File: config.mk
export PLATFORM = sky130hd
export DESIGN_NAME = barrel_shifter_pipe
export DESIGN_NICKNAME = d
export VERILOG_FILES = /design/src/rtl/barrel_shifter_pipe.sv
export SDC_FILE = /design/constraint.sdc
export NUM_CORES = 1
export LEC_CHECK = 0
export CAP_MARGIN = 20
export CORE_MARGIN = 2
export CORE_UTILIZATION = 30
export CTS_CLUSTER_DIAMETER = 60
export CTS_CLUSTER_SIZE = 24
export DETAILED_ROUTE_END_ITERATION = 8
export PLACE_DENSITY = 0.56
export SLEW_MARGIN = 20
export SYNTH_ARGS = -nofsm -noshare
export SYNTH_HDL_FRONTEND = slang
export SYNTH_SLANG_ARGS = --single-unit
File: constraint.sdc
create_clock -name clk -period 2.7 [get_ports clk]
set_input_delay 0.675 -clock clk [delete_from_list [all_inputs] [get_ports clk]]
set_output_delay 0.675 -clock clk [all_outputs]
set_load 0.01 [all_outputs]
File: src/rtl/barrel_shifter_pipe.sv
// barrel_shifter_pipe: pipelined barrel shifter with one stage per shift-amount bit
// and a valid/ready handshake on both sides.
module barrel_shifter_pipe #(
  parameter int WIDTH = 8,
  parameter int TAG_W = 4,
  localparam int SHW = $clog2(WIDTH)
) (
  input  logic             clk,
  input  logic             rst,
  input  logic             in_valid,
  output logic             in_ready,
  input  logic [WIDTH-1:0] in_data,
  input  logic [SHW-1:0]   in_shift,
  input  logic [1:0]       in_mode,
  input  logic [TAG_W-1:0] in_tag,
  output logic             out_valid,
  input  logic             out_ready,
  output logic [WIDTH-1:0] out_data,
  output logic [TAG_W-1:0] out_tag
);
  logic [SHW-1:0]   v;
  logic [WIDTH-1:0] d  [SHW];
  logic [SHW-1:0]   sh [SHW];
  logic [1:0]       md [SHW];
  logic [TAG_W-1:0] tg [SHW];
  logic             sg [SHW];
  logic             unused;
  for (genvar k = 0; k < SHW; k++) begin : g
    localparam int S = 1 << k;
    logic             uv, usg, ld;
    logic [WIDTH-1:0] ud, r;
    logic [SHW-1:0]   ush;
    logic [1:0]       um;
    logic [TAG_W-1:0] ut;
    if (k == 0) begin : g_src
      assign uv  = in_valid;
      assign ud  = in_data;
      assign ush = in_shift;
      assign um  = in_mode;
      assign ut  = in_tag;
      assign usg = in_data[WIDTH-1];
    end else begin : g_src
      assign uv  = v[k-1];
      assign ud  = d[k-1];
      assign ush = sh[k-1];
      assign um  = md[k-1];
      assign ut  = tg[k-1];
      assign usg = sg[k-1];
    end
    // A stage can load unless it and every stage after it are full and stalled.
    assign ld = out_ready || !(&v[SHW-1:k]);
    always_comb
      r = !ush[0]     ? ud :
          um == 2'd0  ? (ud >> S) | (ud << (WIDTH - S)) :
          um == 2'd1  ? (ud << S) | (ud >> (WIDTH - S)) :
          (ud >> S) | ((um[0] && usg) ? ~({WIDTH{1'b1}} >> S) : '0);
    always_ff @(posedge clk)
      if (rst) begin
        v[k]  <= 1'b0;
        d[k]  <= '0;
        sh[k] <= '0;
        md[k] <= '0;
        tg[k] <= '0;
        sg[k] <= 1'b0;
      end else if (ld) begin
        v[k] <= uv;
        if (uv) begin
          d[k]  <= r;
          sh[k] <= ush >> 1;
          md[k] <= um;
          tg[k] <= ut;
          sg[k] <= usg;
        end
      end
  end
  assign in_ready  = out_ready || !(&v);
  assign out_valid = v[SHW-1];
  assign out_data  = d[SHW-1];
  assign out_tag   = tg[SHW-1];
  assign unused    = ^{sh[SHW-1], md[SHW-1], sg[SHW-1]};
endmodule

==> results_dict.tcl <==
set metrics [dict create \
    outcome "complete, no violations" \
    fillers 680 \
    slew_headroom 0.580 \
    synth_top_cell_area_share 0.588 \
    setup_viol 0 \
    dieHeight_microns 91.5 \
    post_cts_resized 0 \
    synth_top_family_by_area "simple AND/OR/NAND/NOR gates" \
    grt_pass1_vias 1301 \
    start_util 0.313 \
    synth_area_leaders "edfxtp_1, mux2i_1, and2_1, a211oi_1, nor2_1" \
    power-per-cell-area_nw_per_um2 602 \
    row_count 31 \
    drc 0 \
    cts-htree-levels 2 \
    ys.warnings.count 0 \
    fin_nets 233 \
    slew_violations 0 \
    hp-class "reg -> reg" \
    max-cap-violations 0 \
    cp_slowest_stage_delay_ns 0.52 \
    worstPathArrival_ns 1.97 \
    hold_buffers 0 \
    endpoint_kind "output port" \
    area_growth_pct 25.9 \
    ctsRootBufferMaster "clkbuf_8" \
    clock_path_buffers 2 \
    setup_ws_ns 0.0563 \
    rsz0062_at_grt "false" \
    syn_area_sq_um 2300 \
    grt_pass1_wl_mm 6.04 \
    slowest_stage "clkdlybuf4s50_1" \
    overflow 0 \
    worst_slew_pin_slew_ns 0.631 \
    hold_violations 0 \
    place.gp.congestion 0.761 \
    fin_worst_skew_ns 0.00736 \
    first_iter_violations 44 \
    clock_latency_ns 0.30 \
    synth_compound_area_frac 0.101 \
    p_leak_uw 0.00108 \
    clk_pin_slew_ns 0.09 \
    ys_types 30 \
    ys_seq_area_frac 0.614 \
    fin_crit_ns 2.64 \
    numCtsBuffers 5 \
    via_per_inst 4.33 \
    ir_drop_mv 0.201 \
    core_area_sq_um 7330 \
    track_usage 0.0917 \
    critPathKind "in -> out" \
    synth.area.mux_share 0.0839 \
    path_max_fanout 4 \
    avgRoutedWirePerCell_microns 11.3 \
    io_buffers 34 \
    drt-total-wl_mm 3.51 \
    syn_nets 196 \
    clock-sinks 48 \
    die-area_sq_um 8370 \
    fmax_ghz 0.378 \
    final.period_utilization 0.979 \
    dieWidth_microns 91.5 \
    critPathTopFamily "buffers and inverters" \
    ioPinCount 35 \
    cp-start-kind "input port" \
    crit_top_cell "clkdlybuf4s50_1" \
    vias 1351 \
    avgSynthCellArea_sq_um 13.1 \
    synth-simple-area-share 0.173 \
    multiInputGateArea_sq_um 821 \
    antenna_found_initial 0 \
    ys_ff_latch 48 \
    worst_ep_required_time_ns 2.03 \
    post-dp-hpwl_mm 2.69 \
    dp_slack_ns 0.0465 \
    num_antenna_cells 0 \
    antenna_left 0 \
    drive_above_1_share 0.0986 \
    cts_setup_buffers 0 \
    finalSetupTns_ns 0 \
    regArea_sq_um 1410 \
    synthCells 175 \
    crit_buf_inv 3 \
    post-synth-top-area-cell "edfxtp_1" \
    path_cells "clkdlybuf4s50_1, and4b_4, inv_2, clkdlybuf4s50_1" \
    grt_max_degree 18 \
    cts_tree "done" \
    yosys.area_share.adder 0 \
    dr.pass1.iters 4 \
    synth_xor_area_frac 0 \
]
placed cells by master (no fill, tap or decap), drive strengths merged:
cell / count
dfxtp: 3
and4b: 1
buf: 4
nand2: 3
a21o: 3
nand3b: 4
mux2: 2
and2: 21
clkbuf: 5
nor2b: 1
clkdlybuf4s50: 34
inv: 2
bufinv: 3
edfxtp: 45
o211ai: 4
a21bo: 1
a22oi: 2
nor2: 25
nor3b: 3
mux2i: 17
nor3: 1
a21oi: 5
a21boi: 1
a211oi: 15
o31a: 1
nand2b: 7
final timing paths:
kind | from | end | slack, ns | depth (start not counted)
min reg2reg | tg[1][2] | tg[2][2] | 0.52 | 1
min | tg[1][2] | tg[2][2] | 0.52 | 1
max | out_ready | in_ready | 0.06 | 4
max reg2reg | g[2].uv | d[0][1] | 1.08 | 4
worst register-to-register path: cells and delay by family, from the launching register on:
| kind | cells | cell delay, ns |
|---|---|---|
| AO/OA/AOI/OAI | 1 | 0.52 |
| flip-flops | 1 | 0.36 |
| AND/OR/NAND/NOR | 1 | 0.23 |
| buffers and inverters | 2 | 0.15 |
layout make-up:
class,count,area share
flip-flops and latches,48,0.488
multi-input cells,117,0.284
well taps,99,0.0428
clock inverters,3,0.0311
repair buffers,38,0.128
clock buffers,5,0.0238
inverters,2,0.00260
cell usage after synthesis (all sizes together):
cell	count
clkbuf	3
buf	5
o31a	1
a21o	3
nand3b	4
a21oi	5
dfxtp	3
a21boi	1
inv	2
o211ai	4
mux2	2
nor3b	3
and4b	1
a21bo	1
nand2	3
edfxtp	45
mux2i	17
and2	21
a211oi	15
a22oi	2
nor2	25
nand2b	7
nor2b	1
nor3	1
layer usage:
layer  global-route usage  wire, microns  vias up
li1                     -              -      723
met1                0.111           1630      587
met2                0.150           1650       34
met3               0.0207            151        7
met4               0.0530             88        0
met5                    0              0        -
kinds of logic (layout without fill, tap and decap cells):
logic type	Yosys count	after routing
multiplexers	19	19
AO/OA/AOI/OAI	32	32
AND/OR/NAND/NOR	66	66
flip-flops	48	48
buffers and inverters	10	48
metrics by stage:
step,instance area (sq um),total power (uW),hold slack (ns),cells,utilization
global route,2890,1810,0.541,312,0.395
floorplan,2300,1000,0.497,175,-
CTS,2890,1770,0.525,312,0.395
finish,2890,1740,0.521,312,0.395
global placement,2730,1070,0.503,304,0.373
detailed placement,2730,1070,0.503,304,0.373
sequential cells by signal, summed over array words and instances, names as in the netlist:
signal / flops
d: 24
tg: 12
md: 4
sh: 3
g.uv: 2
sg: 2
out_valid: 1
where the power goes:
part	internal (uW)	switching (uW)
Combinational	88.5	73.5
Sequential	862	29.6
Clock	463	225
Total	1410	328
Power figures use the tool's default switching activity.
==> RTL edit 1 (same settings) <==
Add an input register stage for `in_mode`; this delays it by one clock. The other inputs are not delayed to match.
--- a/src/rtl/barrel_shifter_pipe.sv
+++ b/src/rtl/barrel_shifter_pipe.sv
@@ -18,6 +18,13 @@
   output logic [WIDTH-1:0] out_data,
   output logic [TAG_W-1:0] out_tag
 );
+
+  logic [1:0] in_mode_q;
+
+  always_ff @(posedge clk) begin
+      in_mode_q <= in_mode;
+  end
+
   logic [SHW-1:0]   v;
   logic [WIDTH-1:0] d  [SHW];
   logic [SHW-1:0]   sh [SHW];
@@ -36,7 +43,7 @@
       assign uv  = in_valid;
       assign ud  = in_data;
       assign ush = in_shift;
-      assign um  = in_mode;
+      assign um  = in_mode_q;
       assign ut  = in_tag;
       assign usg = in_data[WIDTH-1];
     end else begin : g_src
Behaviour: not the same (a bounded check fails within 4 cycles, from zero or initial values and one cycle with rst high).
==> RTL edit 1 against the unedited design <==
Setup slack got worse by 0.011 ns; routed wire length decreased by 3.0%; sequential cell count increased by 2; die area is 1.7% higher; count of clock-buffer cells in the layout is 1 higher; register-to-register slack got worse by 0.02 ns; final area grew 0.22%; highest routed layer unchanged; area after synthesis is 1.7% higher; total power is 6.7% lower.
==> RTL edit 1: results (changes against the unedited design) <==
Run status
  – Outcome: complete, no violations

Synthesis
  – Sequential area share after synthesis: 62.1% (+0.66 points)
  – Syn_nets: 198 (+1.0%)
  – Avg Cell Area, Syn: 13.2 um^2 (+0.59%)
  – Multiplexer share of the synthesized area: 8.24% (-0.14 points)
  – Synth top area cells: edfxtp_1 58%, mux2i_1 7.3%, and2_1 5.6%

Cells and area
  – Nets: 235 (+0.86%)
  – Layout cells sized above 1: 9.77% (-0.092 points)

Route
  – Avg Vias per Cell: 4.29 (-0.85%)
  – Avg WL per Cell: 10.7 um (-4.5%)
  – Routed WL: 3.41 mm (-3.0%)
  – DR iter-0 viols: 89 (+100%)

Power and ir drop
  – Seq pwr: 0.925 mW (+3.7%)
  – Clock share of power: 33.2% (-6.3 points)
  – Max VDD drop: 0.226 mV (+13%)
  – Internal Pwr Total: 1.29 mW (-8.9%)
  – Sw frac: 20.8% (+2.0 points)

STA
  – Skew final: 0.0138 ns (+0.00641 ns)
  – Worst-margin pin slew: 0.626 ns (-0.00417 ns)

Global routing
  – Global-route wire length before repair: 5.78 mm (-4.2%)
  – Vias in the first global route: 1286 (-1.2%)

Critical path
  – Slowest stage delay, CP: 0.46 ns (-0.06 ns)

Placed design
  – Dpl cells: 309 (+1.6%)
  – Placed Instance Area: 2780 um^2 (+1.6%)
  – Setup WS pre-CTS: 0.0464 ns (-0.0000706 ns)
  – GPL Wtd Cong: 0.701 (-7.9%)
RTL edit 1: per-layer routing:
layer  wire, um  vias up  track usage (%)
met3        147        5             2.30
met1       1590      599             10.3
met5          0        -                0
met2       1620       30             14.4
li1           -      727                -
met4         51        0             4.10
RTL edit 1: final timing paths:
kind,from,endpoint,slack (ns),cells after the start
worst max-delay path,out_ready,in_ready,0.05,4
worst min-delay path,tg[1][2],tg[2][2],0.52,1
worst max register to register,g[2].uv,d[0][5],1.06,4
worst min register to register,tg[1][2],tg[2][2],0.52,1
RTL edit 1: logic make-up (layout without fill, tap and decap cells):
kind of cell / Yosys count / count (layout)
AOI/OAI and AO/OA: 32 / 32
and+or+nand+nor: 66 / 66
buffers and inverters: 10 / 48
muxes: 19 / 19
DFF: 50 / 50
RTL edit 1: final cells by class:
class,count,area [um^2]
sequential,50,1450
timing repair buffer,38,370
fill,754,4750
tap,102,128
inverter,2,7.51
clock buffer,6,82.6
multi-input combinational,117,821
clock inverter,2,38.8
==> RTL edit 2 (same settings) <==
Made on the original files. Change the parameter `TAG_W` from 4 to 6.
--- a/src/rtl/barrel_shifter_pipe.sv
+++ b/src/rtl/barrel_shifter_pipe.sv
@@ -2,7 +2,7 @@
 // and a valid/ready handshake on both sides.
 module barrel_shifter_pipe #(
   parameter int WIDTH = 8,
-  parameter int TAG_W = 4,
+  parameter int TAG_W = 6,
   localparam int SHW = $clog2(WIDTH)
 ) (
   input  logic             clk,
Interface: changed (resized in_tag and out_tag); port bits go from 35 to 39. No check against the original RTL was run, so the function may have changed too.
==> RTL edit 2 against the unedited design <==
Routed wire length increased by 8.7%; total power decreased by 3.4%; critical path type unchanged; final area increased by 6.9%; area after synthesis increased by 8.4%; setup slack improved by 0.15 ns; clock skew decreased by 0.0034 ns; clock power decreased by 26%; sequential cell count increased by 6; critical path depth unchanged; critical endpoint unchanged.
==> RTL edit 2: results (changes against the unedited design) <==
Synthesis
  – Sequential area share after synthesis: 63.9% (+2.5 points)
  – Commonest cells post-synth: 51 x edfxtp_1, 27 x and2_1, 25 x nor2_1, 17 x mux2i_1, 15 x a211oi_1
  – Synth top area cells: edfxtp_1 62%, mux2i_1 6.8%, and2_1 6.8%
  – Post-synthesis cell type count: 28 (-6.7%)
  – Syn_nets: 211 (+7.7%)
  – Post-synth EDFFs: 51 (+13%)

Cells and area
  – Layout cells sized above 1: 8.26% (-1.6 points)
  – Nets: 252 (+8.2%)
  – Ant diodes: 0 (unchanged)
  – Biggest regs: d x24, tg x18, md x4
  – Fill cells: 762 (+12%)

Global routing
  – Vias in the first global route: 1431 (+10%)
  – Global-route wire length before repair: 6.81 mm (+13%)
  – Global Route Usage Sum: 9.62% (+0.45 points)
  – Initial antenna violation count: 0 (unchanged)
  – Largest net degree at the start of global routing: 19 (+1)

Clock tree
  – Post-CTS sizing: 1 (+1)
  – Clock root cell: clkbuf_8

Power and ir drop
  – Max VDD drop: 0.193 mV (-3.8%)
  – Pleak: 1.15 nW (+6.3%)
  – Internal Pwr Total: 1.34 mW (-5.1%)

STA
  – Skew final: 0.00400 ns (-0.00336 ns)
  – Worst-margin pin slew: 0.505 ns (-0.125 ns)

Placed design
  – GPL Wtd Cong: 0.733 (-3.7%)
  – DP HPWL: 2.94 mm (+9.5%)
  – Setup WS pre-CTS: 0.00214 ns (-0.0444 ns)

Run status
  – Outcome: complete, no violations

Hold path
  – Min-delay src: tg[1][1]

Critical path
  – Slowest stage delay, CP: 0.45 ns (-0.07 ns)
  – Crit path DAT: 1.82 ns (-0.15 ns)

Route
  – DR iter-0 viols: 39 (-11%)
  – Routed WL: 3.82 mm (+8.7%)

Job
  – # Max-Cap Violations: 0 (unchanged)
-- RTL edit 2: cell count changes after synthesis, moves of 2 or more --
cell      unedited run  this run
and2_1              21        27
edfxtp_1            45        51
nor3b_2              0         3
buf_4                0         2
buf_6                3         1
clkbuf_2             2         0
nor3b_4              2         0
-- RTL edit 2: path summary, 6_finish.rpt --
kind | end | slack (ns) | cells past startpoint
setup reg to reg | d[0][3] | 1.10 | 5
hold / removal | tg[2][1] | 0.52 | 1
hold reg to reg | tg[2][1] | 0.52 | 1
setup / recovery | in_ready | 0.21 | 4
-- RTL edit 2: metal layers --
layer | track usage (%) | vias to the layer above | wire length [um]
met5 | 0 | - | 0
met4 | 3.99 | 0 | 70
met3 | 2.21 | 7 | 174
met2 | 15.3 | 38 | 1760
met1 | 12.7 | 661 | 1810
li1 | - | 772 | -
-- RTL edit 2: worst max-delay path: cells and delay by family --
kind,cells,cell delay (ns)
buffers and inverters,3,0.79
and+or+nand+nor,1,0.35
-- RTL edit 2: layout make-up --
cell class	instances	share of cell area, %
sequential	54	51.5
inverter	2	0.243
tap	105	4.25
clock buffer	7	2.47
clock inverter	1	0.971
timing repair buffer	43	13.5
multi-input combinational	123	27.1
-- RTL edit 2: cells by family (layout without fill, tap and decap cells) --
logic type,after synthesis,in the layout,synth area share (%)
compound gates,32,32,9.30
buf+inv,11,53,2.41
flops,54,54,63.9
mux,19,19,7.74
simple gates,72,72,16.6
-- RTL edit 2: per-stage QoR --
| step | instances | instance area [um^2] | total power [mW] |
|---|---|---|---|
| final | 335 | 3090 | 1.68 |
| after global routing | 335 | 3090 | 1.77 |
| after CTS | 335 | 3090 | 1.70 |
| after detailed placement | 327 | 2990 | 1.19 |
| after global placement | 327 | 2990 | 1.19 |
| after floorplan | 188 | 2490 | 1.11 |
-- RTL edit 2: power groups by stage --
stage	Combinational, mW	Clock (mW)	Sequential, mW
3_5_place_dp	0.174	0	1.02
6_report	0.172	0.510	1.00
2_1_floorplan	0.0977	0	1.01
3_3_place_gp	0.173	0	1.02
5_1_grt	0.191	0.571	1.01
4_1_cts	0.175	0.529	1.00
